`config.mk`:
```
export PLATFORM = sky130hd
export DESIGN_NAME = score_display_ctrl
export DESIGN_NICKNAME = d
export VERILOG_FILES = /design/src/rtl/score_display_ctrl_pkg.sv /design/src/rtl/score_display_ctrl_bcd_dd_step.sv /design/src/rtl/score_display_ctrl.sv
export SDC_FILE = /design/constraint.sdc
export NUM_CORES = 1
export LEC_CHECK = 0
export CAP_MARGIN = 20
export CORE_MARGIN = 1
export CORE_UTILIZATION = 27
export CTS_CLUSTER_SIZE = 25
export DETAILED_ROUTE_END_ITERATION = 8
export MAX_ROUTING_LAYER = met4
export PLACE_DENSITY = 0.4
export SKIP_LAST_GASP = 1
export SYNTH_ARGS = -nofsm -noshare
export SYNTH_HDL_FRONTEND = slang
export SYNTH_HIERARCHICAL = 1
export SYNTH_SLANG_ARGS = --single-unit
```
`constraint.sdc`:
```
create_clock -name clk -period 4.3 [get_ports clk]
set_clock_uncertainty 0.1 [all_clocks]
set_input_delay 1.29 -clock clk [delete_from_list [all_inputs] [get_ports clk]]
set_output_delay 1.29 -clock clk [all_outputs]
set_load 0.005 [all_outputs]
```
`src/rtl/score_display_ctrl_pkg.sv`:
```
// Shared types and constants for the score display sequencer.
//   digit_idx_t  : scan slot (ONES, TENS, HUNDREDS)
//   conv_state_t : binary-to-BCD conversion FSM state
//   sat_score    : clamps a raw binary score to the displayable maximum
package score_display_pkg;

   localparam int SCORE_W    = 10;
   localparam int SCORE_MAX  = 999;
   localparam int CONV_STEPS = 10;

   typedef enum logic [1:0] {
      ONES     = 2'd0,
      TENS     = 2'd1,
      HUNDREDS = 2'd2
   } digit_idx_t;

   typedef enum logic {
      IDLE    = 1'b0,
      CONVERT = 1'b1
   } conv_state_t;

   // Three digits cannot show more than 999, so larger scores are clamped.
   function automatic logic [SCORE_W-1:0] sat_score(input logic [SCORE_W-1:0] s);
      logic [SCORE_W-1:0] r;
      if (s > SCORE_W'(SCORE_MAX)) r = SCORE_W'(SCORE_MAX);
      else                         r = s;
      return r;
   endfunction

endpackage

```
`src/rtl/score_display_ctrl_bcd_dd_step.sv`:
```
// One combinational double-dabble step: every BCD nibble >= 5 gets +3,
// then the concatenation {bcd, bin} is shifted left by one bit.
//   bcd_in/bcd_out : 3-nibble BCD accumulator before/after the step
//   bin_in/bin_out : remaining binary bits before/after the step
module bcd_dd_step
   import score_display_pkg::*;
(
   input  logic [11:0]        bcd_in,
   input  logic [SCORE_W-1:0] bin_in,
   output logic [11:0]        bcd_out,
   output logic [SCORE_W-1:0] bin_out
);

   logic [11:0] adj_s;

   // Add-3 correction per nibble followed by the joint left shift.
   always_comb begin
      adj_s = bcd_in;
      for (int i = 0; i < 3; i++) begin
         if (bcd_in[4*i +: 4] >= 4'd5) adj_s[4*i +: 4] = bcd_in[4*i +: 4] + 4'd3;
         else                          adj_s[4*i +: 4] = bcd_in[4*i +: 4];
      end
      bcd_out = {adj_s[10:0], bin_in[SCORE_W-1]};
      bin_out = {bin_in[SCORE_W-2:0], 1'b0};
   end

endmodule

```
`src/rtl/score_display_ctrl.sv`:
```
// Score display sequencer: converts a binary score to three BCD digits with
// an iterative double-dabble engine and scans them onto one shared digit bus.
//   clk, rst           : clock, asynchronous active-high reset
//   score, score_valid : conversion request (score clamped to 999)
//   busy               : conversion in progress
//   bcd_hundreds/tens/ones : committed digits (never intermediate values)
//   digit_sel/bcd/blank    : registered scan outputs (sel bit0 = ones)
module score_display_ctrl
   import score_display_pkg::*;
#(
   parameter int SCAN_DIV = 1000,
   parameter bit BLANK_LZ = 1'b1
)
(
   input  logic               clk,
   input  logic               rst,
   input  logic [SCORE_W-1:0] score,
   input  logic               score_valid,
   output logic               busy,
   output logic [3:0]         bcd_hundreds,
   output logic [3:0]         bcd_tens,
   output logic [3:0]         bcd_ones,
   output logic [2:0]         digit_sel,
   output logic [3:0]         digit_bcd,
   output logic               digit_blank
);

   localparam logic [3:0]  LAST_STEP = 4'(CONV_STEPS - 1);
   localparam logic [15:0] DIV_LAST  = 16'(SCAN_DIV - 1);

   conv_state_t        state_r;
   logic [SCORE_W-1:0] bin_r;
   logic [SCORE_W-1:0] pend_val_r;
   logic               pend_r;
   logic [11:0]        acc_r;
   logic [3:0]         step_r;
   logic [11:0]        acc_nxt_s;
   logic [SCORE_W-1:0] bin_nxt_s;
   logic [SCORE_W-1:0] score_sat_s;

   logic [15:0] presc_r;
   digit_idx_t  idx_r;
   digit_idx_t  idx_eff_s;
   digit_idx_t  idx_nxt_s;
   logic        tick_s;
   logic [2:0]  sel_nxt_s;
   logic [3:0]  bcd_nxt_s;
   logic        blank_nxt_s;

   assign score_sat_s = sat_score(score);

   bcd_dd_step u_step (
      .bcd_in  (acc_r),
      .bin_in  (bin_r),
      .bcd_out (acc_nxt_s),
      .bin_out (bin_nxt_s)
   );

   // Conversion FSM: capture, ten shift steps, commit, optional restart.
   always_ff @(posedge clk or posedge rst) begin
      if (rst) begin
         state_r      <= IDLE;
         busy         <= 1'b0;
         pend_r       <= 1'b0;
         pend_val_r   <= '0;
         bin_r        <= '0;
         acc_r        <= 12'd0;
         step_r       <= 4'd0;
         bcd_hundreds <= 4'd0;
         bcd_tens     <= 4'd0;
         bcd_ones     <= 4'd0;
      end else begin
         case (state_r)
            IDLE: begin
               if (score_valid) begin
                  bin_r   <= score_sat_s;
                  acc_r   <= 12'd0;
                  step_r  <= 4'd0;
                  state_r <= CONVERT;
                  busy    <= 1'b1;
               end else begin
                  busy    <= 1'b0;
               end
            end
            CONVERT: begin
               bin_r  <= bin_nxt_s;
               acc_r  <= acc_nxt_s;
               step_r <= step_r + 4'd1;
               if (step_r == LAST_STEP) begin
                  bcd_hundreds <= acc_nxt_s[11:8];
                  bcd_tens     <= acc_nxt_s[7:4];
                  bcd_ones     <= acc_nxt_s[3:0];
                  pend_r       <= 1'b0;
                  // A request on the commit edge beats the stored pending one.
                  if (score_valid) begin
                     bin_r  <= score_sat_s;
                     acc_r  <= 12'd0;
                     step_r <= 4'd0;
                  end else if (pend_r) begin
                     bin_r  <= pend_val_r;
                     acc_r  <= 12'd0;
                     step_r <= 4'd0;
                  end else begin
                     state_r <= IDLE;
                     busy    <= 1'b0;
                  end
               end else if (score_valid) begin
                  pend_r     <= 1'b1;
                  pend_val_r <= score_sat_s;
               end
            end
            default: begin
               state_r <= IDLE;
               busy    <= 1'b0;
               pend_r  <= 1'b0;
            end
         endcase
      end
   end

   // Scan next-state: prescaler tick, index advance and per-slot outputs.
   always_comb begin
      tick_s = (presc_r == DIV_LAST);
      case (idx_r)
         ONES, TENS, HUNDREDS: idx_eff_s = idx_r;
         default:              idx_eff_s = ONES;
      endcase
      if (tick_s) begin
         case (idx_eff_s)
            ONES:     idx_nxt_s = TENS;
            TENS:     idx_nxt_s = HUNDREDS;
            HUNDREDS: idx_nxt_s = ONES;
            default:  idx_nxt_s = ONES;
         endcase
      end else begin
         idx_nxt_s = idx_eff_s;
      end
      case (idx_nxt_s)
         ONES: begin
            sel_nxt_s   = 3'b001;
            bcd_nxt_s   = bcd_ones;
            blank_nxt_s = 1'b0;
         end
         TENS: begin
            sel_nxt_s   = 3'b010;
            bcd_nxt_s   = bcd_tens;
            blank_nxt_s = BLANK_LZ && (bcd_hundreds == 4'd0) && (bcd_tens == 4'd0);
         end
         HUNDREDS: begin
            sel_nxt_s   = 3'b100;
            bcd_nxt_s   = bcd_hundreds;
            blank_nxt_s = BLANK_LZ && (bcd_hundreds == 4'd0);
         end
         default: begin
            sel_nxt_s   = 3'b001;
            bcd_nxt_s   = bcd_ones;
            blank_nxt_s = 1'b0;
         end
      endcase
   end

   // Scan registers: prescaler, digit index and registered digit bus.
   always_ff @(posedge clk or posedge rst) begin
      if (rst) begin
         presc_r     <= 16'd0;
         idx_r       <= ONES;
         digit_sel   <= 3'b001;
         digit_bcd   <= 4'd0;
         digit_blank <= 1'b0;
      end else begin
         if (tick_s) presc_r <= 16'd0;
         else        presc_r <= presc_r + 16'd1;
         idx_r       <= idx_nxt_s;
         digit_sel   <= sel_nxt_s;
         digit_bcd   <= bcd_nxt_s;
         digit_blank <= blank_nxt_s;
      end
   end

endmodule

```
# Word level (Yosys, flattened, before mapping)
# Cells that the tools add are included.
# word_totals
ff_bits,77
inputBits,13
# op_classes
addsub,5
magnitude_cmp,4
n_eq_ne,11
n_mux,37
bitwise_logic,2
reduce_logical,11
# ops
cell,count
2-to-1 mux 10 bit,5
2-to-1 mux 12 bit,4
2-to-1 mux 4 bit,6
one-hot mux 12 bit (2 select lines),1
one-hot mux 10 bit (2 select lines),1
adder 16 x 1 -> 16 bit (second input constant),1
equality test 16 x 10 -> 1 bit (second input constant),1
2-to-1 mux 16 bit,1
one-hot mux 4 bit (2 select lines),2
greater-or-equal comparator 4 x 3 -> 1 bit (second input constant),3
greater-than comparator 10 bit (second input constant),1
2-to-1 mux 1 bit,9
adder 4 x 2 -> 4 bit (second input constant),2
zero test 4 bit,2
equality test 2 x 1 -> 1 bit (second input constant),3
!= test 2 bit (second input constant),3
one-hot mux 1 bit (2 select lines),3
one-hot mux 3 bit (2 select lines),1
AND reduction 3 bit,2
adder 4 x 1 -> 4 bit (second input constant),1
equality test 2 bit (second input constant),2
equality test 4 bit (second input constant),1
zero test 2 bit,2
2-to-1 mux 2 bit,2
9 further kinds,11

# Logic depth before layout (Yosys ltp)
# logic_depth
ltp_word,8
mapped_depth,9
mapped_depth_nobuf,7

# Cells and area by module
# The synthesis kept the hierarchy.
# by_module_without_submodules
mod,n_inst,cells_each,area_per_inst_um2,seq_area_each_um2
score_display_ctrl,1,293,3488.3,1928.1
bcd_dd_step,1,56,370.4,0.0

# Worst setup path after synthesis
# OpenSTA, ideal clock, no wires.
# synth_path
path_kind,input -> register
start,in score_valid
end,reg pend_val_r[5]
arrival_time_ns,2.291
required_time_ns,4.075
path_slack_ns,1.784
path_stages,4
n_path_buf,1
path_cell_list,clkbuf_1 > nand2_1 > nor2_2 > mux2_2
# synth_between
elab_chain_len,1
# synth_rtl
element,line_no,text
start: declaration,score_display_ctrl.sv:18,"input logic score_valid,"
AND reduction 3 bit (no source line),n/a,
end signal: assignment,score_display_ctrl.sv:109,pend_val_r <= score_sat_s;
end: declaration,score_display_ctrl.sv:33,logic [SCORE_W-1:0] pend_val_r;
# Every way passes these cells.
# A chain may end at the register's enable or synchronous reset.

# Final worst setup path
# layout_path
start,in score_valid
end,reg pend_val_r[0]
# Same word-level chain as after synthesis.

==> impl_metrics.env <==
export IMPL_outcome="finished clean"
export IMPL_layout_drive_gt1_share_pct=15.9
export IMPL_period_minus_slack_ns=2.94
export IMPL_vias=2707
export IMPL_grt_max_degree=48
export IMPL_hpwl_um=5770
export IMPL_cts_hold_buf=0
export IMPL_worstPathRequired_ns=4.42
export IMPL_p_int_uw=1930
export IMPL_tightestPinTransition_ns=0.722
export IMPL_synth_top_area_share_pct=49.3
export IMPL_clock_path_buffers=2
export IMPL_dr_wl_met2_um=3890
export IMPL_hold_depth=1
export IMPL_rsz0062_at_grt="false"
export IMPL_powerDensity_nw_per_um2=607
export IMPL_p_seq_share_pct=41.1
export IMPL_maxSlewHeadroom_pct=51.5
export IMPL_avgViaCountPerCell=4.86
export IMPL_power_total_uw=2810
export IMPL_start_util_pct=27.7
export IMPL_cp_num_cells=4
export IMPL_wl_um=8250
export IMPL_synth_area_leader_cell="dfrtp_1"
export IMPL_critPathArrivalTime_ns=3.06
export IMPL_mostFrequentLayoutCells="dfrtp_1 (76), clkdlybuf4s50_1 (33), nand2_1 (25), mux2_2 (23)"
export IMPL_critPathBufInv=1
export IMPL_crit_path_start_kind="primary input"
export IMPL_port_buffers=33
export IMPL_critical_path_top_delay_family="buffers and inverters"
export IMPL_nFillCells=1383
export IMPL_cts_buffers_inserted=9
export IMPL_crit_path_end_kind="flip-flop"
export IMPL_area_growth_pct=19.8
export IMPL_grt_overflow_total=0
export IMPL_pin_count=34
export IMPL_finalSetupViolCount=0
export IMPL_hold_viol_final=0
export IMPL_cts_root_buf="clkbuf_16"
export IMPL_synth_warnings=6
export IMPL_period_share_pct=68.3
export IMPL_power_switching_uw=880
export IMPL_power_share_combinational_pct=31.7
export IMPL_grt_pass1_wl_um=14000
export IMPL_yosysUniqueCellTypes=53
export IMPL_wl_per_cell_um=14.8
export IMPL_dieWidth_um=122
export IMPL_die_h_um=122
export IMPL_gp_congestion=0.711
export IMPL_grt_pass1_vias=2773
export IMPL_synth_seq_cells=77
export IMPL_drt_met1_wl_um=3890
export IMPL_die_area_um2=14800
export IMPL_synth_area_leaders="dfrtp_1 (49%), mux2_2 (6.7%), ha_1 (5.2%)"
export IMPL_num_antenna_cells=0
export IMPL_p_leak_uw=0.00192
export IMPL_swShare_pct=31.3
export IMPL_grt_usage_pct=12.9
export IMPL_dp_slack_ns=0.910
export IMPL_crit_type="in -> reg"
export IMPL_hold_class="reg -> reg"
export IMPL_report_final_slew_viol_count=0
export IMPL_synth_area_um2=3860
export IMPL_yosysSeqAreaShare_pct=50.0
export IMPL_wl_met3_um=333
export IMPL_slowest_delay_ns=0.75
export IMPL_clockPowerShare_pct=27.2
export IMPL_synth_nets=378
export IMPL_path_cells="clkdlybuf4s50_1 > nand2_1 > nor2_2 > mux2_2"
export IMPL_synth_edf_count=0
export IMPL_route_detailed_drc=0
export IMPL_worstRegToRegCells=6
export IMPL_mostFrequentLayoutCell="dfrtp_1"
export IMPL_coreArea_um2=13900
export IMPL_clkTransAtPathRegs_ns=0.06
export IMPL_fmax_ghz=0.340
export IMPL_finalSetupTns_ns=0
export IMPL_post_cts_buffers=0
export IMPL_dr_max_layer_used="met4"
export IMPL_crit_fanout=13
export IMPL_setup_ws_ns=1.36
export IMPL_dr_pass1_iters=4
export IMPL_async_flop_share_pct=100
export IMPL_h_tree_depth=3
export IMPL_avgSynthCellArea_um2=11.1
export IMPL_netlist_instances=349
export IMPL_cts_tree="built"
export IMPL_ys_flop_type="dfrtp_1"
export IMPL_regArea_um2=1930
export IMPL_cap_violations=0
export IMPL_fp_row_count=43
export IMPL_crit_path_top_delay_cell="clkdlybuf4s50_1"
export IMPL_ant_nets=0
export IMPL_layout_nets=401
export IMPL_cts_sinks=77
export IMPL_clock_latency_ns=0.34
export IMPL_ir_worst_vdd_mv=0.224
export IMPL_ctsResizeCount=0
export IMPL_antenna_found_initial=0
export IMPL_drt_iter0_markers=132
export IMPL_multi_input_area_um2=1720
[power groups by stage]
stage | clock network [uW] | logic [uW] | registers (uW)
floorplan | 0 | 676 | 1100
global route | 826 | 1000 | 1190
global placement | 0 | 884 | 1170
CTS | 794 | 908 | 1150
detailed placement | 0 | 903 | 1170
finish | 763 | 891 | 1150
[area by class of cell]
type | instances | area share [%]
clock buffers | 10 | 5.17
clock inverters | 6 | 1.35
inverters | 15 | 1.24
multi-input cells | 231 | 37.3
flip-flops and latches | 77 | 41.7
well taps | 180 | 4.87
repair buffers | 38 | 8.39
[state kept, by name, indices dropped and copies added, names as in the netlist, 2 cells and up]
name / cells
acc_r: 12
presc_r: 16
bin_r: 10
digit_bcd: 4
bcd_tens: 4
step_r: 4
bcd_ones: 4
pend_val_r: 10
digit_sel: 3
idx_r: 2
bcd_hundreds: 4
[through the flow]
stage | utilization, % | hold WS, ns | cell area [um^2] | cells
6_report | 33.2 | 0.381 | 4620 | 557
5_1_grt | 33.2 | 0.411 | 4620 | 557
4_1_cts | 33.1 | 0.381 | 4620 | 556
3_5_place_dp | 31.0 | 0.370 | 4320 | 540
3_3_place_gp | 30.8 | 0.366 | 4290 | 539
2_1_floorplan | - | 0.344 | 3860 | 349
[Yosys cell counts (all sizes together) (2+ instances only)]
master  instances
a22oi           4
nor2b           5
ha             16
mux2           23
a31oi           3
xnor2           5
o31ai           5
nand2b          6
nor4            7
dfrtp          76
or4             4
a21oi          13
a221oi          2
nand2          25
o41ai           2
clkbuf         10
o21a            2
or3             6
mux2i           5
nand4           5
and2            2
o22ai           5
nand3           7
o21bai          3
xor2            7
a22o           12
o221a           7
nor2           11
inv            14
nor4bb          4
o21ai          19
buf            16
nor3            6
[layer usage]
layer	vias up	GRT usage, %
met4	0	4.40
met3	12	4.26
met1	1334	15.5
li1	1311	-
met2	50	20.2
met5	-	-
[cells by family after synthesis]
family | synth area share (%)
AND/OR/NAND/NOR | 13.4
AO/OA/AOI/OAI | 15.3
flip-flops | 50.0
buffers and inverters | 5.35
multiplexers | 8.01
adder cells (fa/ha/maj) | 5.19
XOR/XNOR | 2.72
other | 0.0972
[worst register-to-register path, cell delays in order, from the launching register on]
cell and delay [ns]:
dfrtp_1 0.42, or4_4 0.56, nor4_4 0.67, mux2_2 0.45
ha_1 0.27, a22oi_1 0.23, o21ai_0 0.11
[worst paths after layout]
check,from,end,slack [ns]
max in group asynchronous,rst,acc_r[1]$_DFFE_PP0P_,2.27
min in group asynchronous,rst,presc_r[13]$_DFF_PP0_,1.10
worst min-delay path,presc_r[15]$_DFF_PP0_,presc_r[15]$_DFF_PP0_,0.38
worst max register to register,presc_r[12]$_DFF_PP0_,digit_bcd[3]$_DFF_PP0_,1.37
worst max-delay path,score_valid,pend_val_r[0]$_DFFE_PP0P_,1.36
worst min register to register,presc_r[15]$_DFF_PP0_,presc_r[15]$_DFF_PP0_,0.38
Note: power is estimated with default switching activity, not from simulation.
